--- src/rtl/aes_load_ctrl.sv ---
// Byte-serial sequencer for the AES core: loads key/text through the
// shared collector, launches the core and streams ciphertext back out.
module aes_load_ctrl #(
  parameter int BYTES = 16
) (
  input  logic         clk,
  input  logic         reset,
  input  logic         start,
  input  logic         key_keep,
  input  logic         in_valid,
  input  logic [7:0]   in_data,
  output logic         in_ready,
  output logic         sipo_en,
  output logic [7:0]   sipo_din,
  output logic         sipo_clear,
  output logic         key_latch,
  output logic         text_latch,
  output logic         aes_start,
  input  logic         aes_done,
  input  logic [127:0] aes_ct,
  output logic         out_valid,
  output logic [7:0]   out_data,
  input  logic         out_ready,
  output logic         busy,
  output logic         frame_done
);

  localparam logic [2:0] IDLE       = 3'd0;
  localparam logic [2:0] LOAD_KEY   = 3'd1;
  localparam logic [2:0] KEY_LATCH  = 3'd2;
  localparam logic [2:0] LOAD_TEXT  = 3'd3;
  localparam logic [2:0] TEXT_LATCH = 3'd4;
  localparam logic [2:0] START      = 3'd5;
  localparam logic [2:0] WAIT       = 3'd6;
  localparam logic [2:0] UNLOAD     = 3'd7;

  logic [2:0]   state;
  logic [2:0]   nxt;
  logic [3:0]   cnt;
  logic [127:0] oreg;
  logic         last;
  logic         go;

  assign last = (cnt == 4'(BYTES - 1));
  // start is gated by reset so the clear cannot leak out while held in reset
  assign go   = (state == IDLE) & start & reset;

  assign in_ready   = (state == LOAD_KEY) | (state == LOAD_TEXT);
  assign sipo_en    = in_valid & in_ready;
  assign sipo_din   = in_data;
  assign sipo_clear = go | (state == KEY_LATCH) | (state == TEXT_LATCH);
  assign key_latch  = (state == KEY_LATCH);
  assign text_latch = (state == TEXT_LATCH);
  assign aes_start  = (state == START);
  assign out_valid  = (state == UNLOAD);
  assign out_data   = oreg[127:120];
  assign busy       = (state != IDLE);
  assign frame_done = (state == UNLOAD) & out_ready & last;

  // next-state decode
  always_comb begin
    nxt = state;
    unique case (state)
      IDLE:       if (start) nxt = key_keep ? LOAD_TEXT : LOAD_KEY;
      LOAD_KEY:   if (sipo_en && last) nxt = KEY_LATCH;
      KEY_LATCH:  nxt = LOAD_TEXT;
      LOAD_TEXT:  if (sipo_en && last) nxt = TEXT_LATCH;
      TEXT_LATCH: nxt = START;
      START:      nxt = WAIT;
      WAIT:       if (aes_done) nxt = UNLOAD;
      UNLOAD:     if (out_ready && last) nxt = IDLE;
      default:    nxt = IDLE;
    endcase
  end

  // state, byte counter and ciphertext shift register
  always_ff @(posedge clk or negedge reset) begin
    if (!reset) begin
      state <= IDLE;
      cnt   <= '0;
      oreg  <= '0;
    end else begin
      state <= nxt;
      unique case (state)
        IDLE: if (start) cnt <= '0;
        LOAD_KEY, LOAD_TEXT: if (sipo_en) cnt <= last ? '0 : cnt + 4'd1;
        WAIT: if (aes_done) begin
          oreg <= aes_ct;
          cnt  <= '0;
        end
        UNLOAD: if (out_ready) begin
          oreg <= {oreg[119:0], 8'h00};
          cnt  <= cnt + 4'd1;
        end
        default: ;
      endcase
    end
  end

endmodule
--- config.mk ---
export PLATFORM = sky130hd
export DESIGN_NAME = aes_load_ctrl
export DESIGN_NICKNAME = d
export VERILOG_FILES = /design/src/rtl/aes_load_ctrl.sv
export SDC_FILE = /design/constraint.sdc
export NUM_CORES = 1
export LEC_CHECK = 0
export ABC_AREA = 1
export CAP_MARGIN = 10
export CORE_AREA = 4 4 118 132
export DETAILED_ROUTE_END_ITERATION = 7
export DIE_AREA = 0 0 122 136
export MAX_ROUTING_LAYER = met4
export PLACE_DENSITY = 0.8
export SETUP_SLACK_MARGIN = 0.02
export SYNTH_ARGS = -nofsm -noshare
export SYNTH_HDL_FRONTEND = slang
export SYNTH_SLANG_ARGS = --single-unit
--- constraint.sdc ---
create_clock -name clk -period 2.1 [get_ports clk]
set_input_delay 0.21 -clock clk [delete_from_list [all_inputs] [get_ports clk]]
set_output_delay 0.21 -clock clk [all_outputs]
set_load 0.05 [all_outputs]
==> run summary, run 1 <==
Outcome -> finished clean
Routability cong. -> 0.8339
Setup violations, final -> 0
WL per Instance -> 13.95 um
Grt total ovfl -> 0
Final wirelength -> 18800 um
Power per cell area -> 1235 mW/mm^2
CP Launch Point -> state[0]
Most frequent cells in the layout -> nand2_1, clkdlybuf4s50_1, nand3_1, dfrtp_1, clkbuf_16
Drt first pass iters -> 6
Worst path arrival time -> 1790 ps
RSZ-0062 raised after global routing -> no
Req. time, crit path -> 1890 ps
Setup TNS -> 0 ps
Fin. Hold Viols -> 0
Worst Path Max Fanout -> 32
P&R area growth vs syn -> 30.79%
Root buf cell -> clkbuf_16
Fin cells -> 1347
Drc violations -> 0
Time the worst path needs with I/O delays and setup -> 2002 ps
Post-route ant nets -> 0
Share of cells above drive strength 1 -> 5.801%
Nets@finish -> 1286
Placed Instances -> 1314
Multi-input gate area -> 0.003339 sq mm
Largest net degree at the start of global routing -> 121
Fin crit share -> 95.32%
Clk sinks -> 135
H-tree levels -> 4
Max-cap viol count -> 0
Rel. slew slack -> 64.15%
Starting DRT DRC Count -> 643
Worst-margin pin slew -> 537.8 ps
Die width -> 122 um
Crit-path max cell delay -> 480 ps
Net Sw Power -> 0.004306 W
Syn nets -> 1185
Kind of critical path -> reg2out
Clock buffers created by TritonCTS -> 17
Worst r2r src -> state[0]
Post-Syn Instances -> 1041
Max Slew Vio Count -> 0
Cell Chain, Critical Path -> nand3_4 > buf_4 > nor3_4 > buf_12
WHS -> 236.1 ps
I/O pins -> 168
Net Sw Frac -> 37.25%
Clock-pin slew on the worst setup and hold paths -> 60 ps
Mapped Area -> 0.007159 sq mm
Async set-reset flop share out of synthesis -> 100.0%
Post-layout util -> 65.87%
Sequential share of power -> 40.6%
Peak supply drop -> 0.0004452 V
FF+latch count, synth -> 135
Core Area -> 0.01422 sq mm
Antenna violations before repair -> 0
Final WS setup -> 98.18 ps
Sequential cell area -> 0.003382 sq mm
Seq/Total Area, Yosys -> 47.19%
Clock Skews -> 8.585 ps
Top FF cell, synth -> dfrtp_1
Post-synth EDFFs -> 0
Yosys Warn Count -> 0
Die area -> 0.01659 sq mm
Cell variety after synth -> 25
Worst hold path type -> in2async
Die H -> 136 um
Commonest non-fill, non-tap cell in the layout -> nand2_1
Int Pwr -> 0.007255 W
Post-CTS Setup Inserts -> 0
Fillers -> 1243
CP Capture Type -> primary output
Gate power share -> 33.7%
Initial Util -> 50.36%
Pre-CTS WS -> 247.0 ps
Vias in the first global route -> 6457
Via count -> 6901
# rows -> 46
Startpoint Class -> register
Clk pwr share -> 25.6%
Leak -> 4.947 nW
Tot GR Track Use -> 24.00%
CTS tree -> built
Clk_lat worst skew -> 420 ps
DP Wirelength -> 11880 um
Antenna cell count -> 0
Vias/cell -> 5.123
Fmax -> 499.5 MHz
Crit-path slowest cell -> dfrtp_2
Clock tree buffer depth -> 2
Global-route wire length before repair -> 31060 um
PortBufs -> 151
Synthesized area per cell -> 6.877 sq um
-- worst paths after layout --
kind                         endpoint  slack [ps]  depth (start not counted)
setup / recovery           frame_done         100                          4
hold / removal              oreg[127]         240                          2
setup reg to reg            oreg[123]         320                          6
hold reg to reg              oreg[94]         470                          2
max in group asynchronous    oreg[52]        1030                          3
min in group clk              oreg[3]         350                          3
-- final cells by class --
type / count / area share (%)
clock buffer: 24 / 5.251
clock inverter: 8 / 1.015
inverter: 10 / 0.4810
multi-input combinational: 810 / 35.66
sequential: 135 / 36.12
tap: 192 / 2.565
timing repair buffer: 168 / 18.91
-- synthesized netlist by cell type (3+ instances only) --
library cell	instances	share of area [%]
a21oi_1	3	0.21
buf_1	5	0.26
buf_2	25	1.7
buf_4	24	2.5
clkbuf_1	32	1.7
dfrtp_1	135	47
inv_1	7	0.37
nand2_1	641	34
nand3_1	133	9.3
nand4_1	4	0.35
nor2_1	6	0.31
nor3_1	3	0.21
o21ai_0	9	0.63
-- flip-flops by register name (all words and copies together) (netlist names) --
name,cells
oreg,128
state,3
cnt,4
-- what timing repair did --
item	4_1_cts	5_1_grt
endpoints found under the setup margin	2	2
gates resized for setup	4	2
hold buffers	1	0
endpoints found under the hold margin	25	0
-- stage by stage --
step | total power [W] | cell area (sq um)
after floorplan | 0.007405 | 7172
after global placement | 0.008432 | 8752
after detailed placement | 0.008583 | 8752
after CTS | 0.01162 | 9355
after global routing | 0.01241 | 9364
final | 0.01156 | 9364
-- power by group through the flow --
stage          registers, W  logic (W)  clock network [W]
6_report            0.00470    0.00390            0.00296
5_1_grt             0.00484    0.00443            0.00314
4_1_cts             0.00468    0.00393            0.00301
3_5_place_dp        0.00468    0.00390                  0
3_3_place_gp        0.00465    0.00378                  0
2_1_floorplan       0.00444    0.00297                  0
-- worst max-delay path, delay by kind of cell (launching register included) --
family | cells | cell delay (ps)
and+or+nand+nor | 2 | 410
DFF | 1 | 480
buffers and inverters | 2 | 460
-- kinds of logic (layout without fill, tap and decap cells) --
group | Yosys count | after routing | synth area share, %
compound gates | 14 | 14 | 1.066
xor+xnor | 3 | 3 | 0.3671
fa+ha+maj | 1 | 1 | 0.1747
buf+inv | 96 | 210 | 6.729
flops | 135 | 135 | 47.19
simple gates | 792 | 792 | 44.48
-- routing by layer --
metal  wire length [um]  track usage [%]  up-vias  part of all wire, %
met1               8290            32.57     3208                   44
li1                   -                -     3422                    -
met2               8915            35.93      238                   47
met5                  0                -        -                    0
met4                424            9.153        0                  2.3
met3               1164            4.578       33                  6.2
Note: power is estimated with default switching activity, not from simulation.
==> run 2, diff against run 1 <==
CAP_MARGIN = not set   (was 10)
HOLD_SLACK_MARGIN = 0.15   (was not set)
==> results of run 2 <==
Final layout, timing and power as in run 1 (identical DEF).
